$ cat src/rtl/jtkunio_sndcmd.sv
// Main-to-sound command transmitter: FIFO-buffers main CPU command bytes and hands them to the
// sound CPU one at a time through a latch + IRQ pulse, waiting for the latch-read acknowledge.
module jtkunio_sndcmd #(
  parameter int unsigned AW        = 2,
  parameter int unsigned PULSE_LEN = 8,
  parameter int unsigned GAP_LEN   = 16,
  parameter int unsigned RETRY     = 0
) (
  input  logic          clk,
  input  logic          rst,
  input  logic          cmd_we,
  input  logic [7:0]    cmd_din,
  output logic          cmd_full,
  output logic [AW:0]   cmd_level,
  output logic          cmd_ovf,
  input  logic          ovf_clr,
  output logic          busy,
  output logic [7:0]    snd_latch,
  output logic          snd_irq,
  input  logic          snd_rd
);

  localparam int unsigned Depth   = 2 ** AW;
  localparam logic [AW:0] DepthW  = (AW + 1)'(Depth);
  localparam logic [15:0] PulseLd = 16'(PULSE_LEN - 1);
  localparam logic [15:0] GapLd   = (GAP_LEN == 0) ? 16'd0 : 16'(GAP_LEN - 1);
  localparam logic [15:0] RetryLd = (RETRY == 0) ? 16'd0 : 16'(RETRY - 1);

  typedef enum logic [1:0] {StIdle, StPulse, StWaitAck, StGap} state_e;

  // With no gap configured the acknowledge returns straight to idle.
  localparam state_e AckNext = (GAP_LEN == 0) ? StIdle : StGap;

  state_e        state_q;
  logic [15:0]   timer_q;
  logic [7:0]    mem_q [Depth];
  logic [AW-1:0] wr_ptr_q, rd_ptr_q;
  logic [AW:0]   count_q, count_d;
  logic          ovf_q, ovf_d;
  logic          irq_q;
  logic [7:0]    latch_q;
  logic          full, pop, push, drop;

  always_comb begin
    full    = (count_q == DepthW);
    pop     = (state_q == StIdle) && (count_q != '0);
    push    = cmd_we && (!full || pop);
    drop    = cmd_we && full && !pop;
    count_d = count_q;
    if (push && !pop) begin
      count_d = count_q + 1'b1;
    end else if (pop && !push) begin
      count_d = count_q - 1'b1;
    end
    ovf_d = ovf_clr ? 1'b0 : (ovf_q | drop);
  end

  always_ff @(posedge clk) begin
    if (push) begin
      mem_q[wr_ptr_q] <= cmd_din;
    end
  end

  always_ff @(posedge clk) begin
    if (rst) begin
      wr_ptr_q <= '0;
      rd_ptr_q <= '0;
      count_q  <= '0;
      ovf_q    <= 1'b0;
      state_q  <= StIdle;
      timer_q  <= '0;
      latch_q  <= 8'h00;
      irq_q    <= 1'b0;
    end else begin
      count_q <= count_d;
      ovf_q   <= ovf_d;
      if (push) begin
        wr_ptr_q <= wr_ptr_q + 1'b1;
      end
      if (pop) begin
        rd_ptr_q <= rd_ptr_q + 1'b1;
      end
      unique case (state_q)
        StIdle: begin
          if (pop) begin
            latch_q <= mem_q[rd_ptr_q];
            irq_q   <= 1'b1;
            timer_q <= PulseLd;
            state_q <= StPulse;
          end
        end
        StPulse: begin
          if (snd_rd) begin
            irq_q   <= 1'b0;
            timer_q <= GapLd;
            state_q <= AckNext;
          end else if (timer_q == '0) begin
            irq_q   <= 1'b0;
            timer_q <= RetryLd;
            state_q <= StWaitAck;
          end else begin
            timer_q <= timer_q - 16'd1;
          end
        end
        StWaitAck: begin
          if (snd_rd) begin
            timer_q <= GapLd;
            state_q <= AckNext;
          end else if ((RETRY != 0) && (timer_q == '0)) begin
            // Re-announce the same byte; the latch is left untouched.
            irq_q   <= 1'b1;
            timer_q <= PulseLd;
            state_q <= StPulse;
          end else if (timer_q != '0) begin
            timer_q <= timer_q - 16'd1;
          end
        end
        StGap: begin
          if (timer_q == '0) begin
            state_q <= StIdle;
          end else begin
            timer_q <= timer_q - 16'd1;
          end
        end
        default: state_q <= StIdle;
      endcase
    end
  end

  assign cmd_full  = full;
  assign cmd_level = count_q;
  assign cmd_ovf   = ovf_q;
  assign busy      = (state_q != StIdle) || (count_q != '0);
  assign snd_latch = latch_q;
  assign snd_irq   = irq_q;

endmodule

$ cat config.mk
export PLATFORM = sky130hd
export DESIGN_NAME = jtkunio_sndcmd
export DESIGN_NICKNAME = d
export VERILOG_FILES = /design/src/rtl/jtkunio_sndcmd.sv
export SDC_FILE = /design/constraint.sdc
export NUM_CORES = 1
export LEC_CHECK = 0
export CAP_MARGIN = 20
export CELL_PAD_IN_SITES_DETAIL_PLACEMENT = 1
export CELL_PAD_IN_SITES_GLOBAL_PLACEMENT = 2
export CORE_UTILIZATION = 25
export DETAILED_ROUTE_END_ITERATION = 10
export PLACE_DENSITY_LB_ADDON = 0.1
export SLEW_MARGIN = 15
export SYNTH_ARGS = -nofsm -noshare
export SYNTH_HDL_FRONTEND = slang
export SYNTH_SLANG_ARGS = --single-unit
$ cat constraint.sdc
create_clock -name clk -period 2.8 [get_ports clk]
set_input_delay 0.42 -clock clk [delete_from_list [all_inputs] [get_ports clk]]
set_output_delay 0.42 -clock clk [all_outputs]
set_load 0.02 [all_outputs]
==> summary.md <==
| Metric | Value |
|---|---|
| Worst-path clk slew | `0.06 ns` |
| Ys flop type | `dfxtp_1` |
| Die height | `114.4 um` |
| CP Launch Type | `flop` |
| Crit path cell chain | `inv_1 -> ha_1 -> and2_0 -> inv_1 -> clkdlybuf4s50_1` |
| Share of layout cells above drive strength 1 | `roughly an eighth` |
| FF-to-FF Start | `state_q[0]` |
| Met2 Track Usage GR | `20.16%` |
| Core area | `0.01216 sq mm` |
| Slew Limit Headroom | `54.04%` |
| Largest family of logic cells by synthesized area | `simple AND/OR/NAND/NOR gates` |
| Synth cell count leaders | `dfxtp_1 (35), edfxtp_1 (32), a21oi_1 (30)` |
| Antenna-violating nets left | `0` |
| Dpl hpwl | `5422 um` |
| CTS root buf | `clkbuf_16` |
| Routed vias | `between 2000 and 2500` |
| Worst Hold Class | `reg -> reg` |
| Status | `finished, final reports clean` |
| RSZ-0062 raised after global routing | `false` |
| Yosys cell types | `57` |
| Gr busiest metal | `met2` |
| Synthesized area | `0.003156 sq mm` |
| Min Tclk post-route | `2.616 ns` |
| Final setup violating endpoints | `0` |
| Setup TNS | `0 ns` |
| Post-CTS setup repair buffer count | `0` |
| Slew @ Worst Pin | `roughly 0.69 ns` |
| Post-synth EDFFs | `32` |
| Synthesized instance count | `approximately 290` |
| Total track usage | `13.11%` |
| Longest Clk Path Bufs | `2` |
| Critical path origin | `state_q[0]` |
| CTS Hold Buffers Added | `0` |
| MaxCap Viol Count | `0` |
| Setup WS pre-CTS | `0.3312 ns` |
| GRT met1 Usage | `17.03%` |
| FP Rows | `40` |
| Adder-Cell Fraction of Synth Area | `around 5.4%` |
| Peak supply drop | `approximately 0.44 mV` |
| Initial antenna violation count | `0` |
| Placer congestion estimate | `0.6700` |
| Leakage | `1.373 nW` |
| WL/cell | `15.80 um` |
| Starting DRT DRC Count | `75` |
| Cell type with the largest total area after synthesis | `edfxtp_1` |
| Cts bufs inserted | `9` |
| CTS resizes | `0` |
| Post-Synth XOR/XNOR Area | `under 10%` |
| Met3 GRT Util | `4.076%` |
| Worst path slowest cell | `clkdlybuf4s50_1` |
| Warnings, synthesis | `0` |
| Critical path endpoint category | `output pin` |
| Clk Latency, worst-skew pair | `0.33 ns` |
| # H-tree levels | `3` |
| Clock Sinks | `67` |
| Top delay family on crit path | `buffers and inverters` |
| Flops & latches, synth | `67` |
| Die ar. | `0.01308 sq mm` |
| Sequential-to-total area share from yosys stat | `52.66%` |
| DRT Pass-1 Iters | `4` |
| Largest net degree at the start of global routing | `30` |
| Count leader, synth | `dfxtp_1` |
| Post-Synth Simple-Gate Area | `between 15 and 20%` |
| TritonCTS clock tree | `yes` |
| Fin. max-slew vios | `0` |
| Starting Density | `25.95%` |
| Mean Syn Cell Area | `11.07 sq um` |
| Hold_sp | `snd_latch[4]` |
| Buffers on Ports | `27` |
| Post-synth ARST share | `0%` |
| Fillers | `1349` |
| Crit path largest cell delay | `approximately 0.57 ns` |
| Critical Path AT | `2.20 ns` |
| Compound-cell area share of the yosys netlist | `13.08%` |
| Fmax | `0.3822 GHz` |
| Hold Slack | `0.4503 ns` |
| Total I/O pin count | `28` |
| Most frequent CP cell | `inv_1` |
| First-pass GRT wire length | `12480 um` |
| Syn Nets | `311` |
| Synthesis-to-layout area growth | `24.15%` |
| CP required | `2.38 ns` |
| Setup Crit Path Kind | `reg -> out` |
| Final Hold Viols | `0` |
| Clk_skew | `0.007161 ns` |
| Pwr dens | `~1100 mW/mm^2` |
| Overflow left after global routing | `0` |
| Crit path buf inv count | `3` |
| Area contributors post-synth | `edfxtp_1 (30%), dfxtp_1 (22%), mux4_2 (5.7%)` |
| Post-synth top area share | `around 30%` |
| Via density | `4.556` |
| Total wire length | `7788 um` |
| Tcrit/Tclk final | `93.44%` |
| Worst-path fanout max | `8` |
| Die W | `114.4 um` |
| PnR worst setup slack | `roughly 0.18 ns` |
| Multiplexer share of the synthesized area | `6.344%` |
| Number of global-route vias before repair | `2289` |
| ANT cells | `0` |
| Nets@finish | `about 350` |
| DR DRC count | `0` |
cell usage in the layout (no fill, tap or decap), types with 5 or more instances in the layout:
cell	netlist	layout
a21oi_1	30	30
buf_4	1	9
clkbuf_16	0	9
clkdlybuf4s50_1	0	27
dfxtp_1	35	35
edfxtp_1	32	32
ha_1	12	12
inv_1	15	15
mux4_2	8	8
nand2_1	27	27
nand2b_1	5	5
nand3_1	5	5
nor2_1	14	14
nor3_1	7	7
o21ai_0	11	11
power breakdown:
part | switching [W] | internal (W)
sequential | 0.000171 | 0.00120
clock | 0.000407 | 0.000684
combinational | 0.00102 | 0.000768
total | 0.00159 | 0.00265
final timing paths:
path / endpoint / slack [ns] / depth (start not counted)
setup reg to reg: timer_q[8] / 0.48 / 6
hold / removal: snd_latch[4] / 0.45 / 2
hold reg to reg: snd_latch[4] / 0.45 / 2
setup / recovery: busy / 0.18 / 5
stage by stage:
stage          power [W]  util (%)  cell area, sq um  instances
6_report        0.004243     32.21              3918        493
5_1_grt         0.004557     32.21              3918        493
4_1_cts         0.004325     32.21              3918        493
3_5_place_dp    0.003202     29.86              3631        477
3_3_place_gp    0.003211     29.86              3631        477
2_1_floorplan   0.002606         -              3156        285
kinds of logic (layout without fill, tap and decap cells):
kind of cell    Yosys count  after routing
mux                      10             10
fa+ha+maj                13             13
flops                    67             67
simple gates             93             93
buf+inv                  28             68
xor+xnor                  7              7
compound gates           67             67
sequential cells by signal, indices dropped and copies added, names as in the netlist:
signal     count
snd_latch      8
mem_q         32
rd_ptr_q       2
snd_irq        1
state_q        2
cmd_level      3
cmd_ovf        1
timer_q       16
wr_ptr_q       2
area by class of cell:
type                       count  area [sq um]  area share [%]
clock buffer                  11         232.7           5.941
sequential                    67          1662           42.41
clock inverter                 5         53.80           1.373
multi-input combinational    190          1361           34.75
timing repair buffer          36         337.8           8.623
inverter                      16         60.06           1.533
tap                          168         210.2           5.366
worst reg2reg max path, cell delays in order, from the launching register on:
cell and delay (ns):
dfxtp_1 0.36, inv_1 0.12, ha_1 0.25, and2_0 0.31, or4_4 0.65, or4_1 0.48, o21ai_1 0.08
layer usage:
layer,share of wire (%),wire length [um]
met1,50,3889
met2,45,3503
met3,3.6,277
met4,1.5,118
met5,0,0
(Power assumes the default switching activity.)
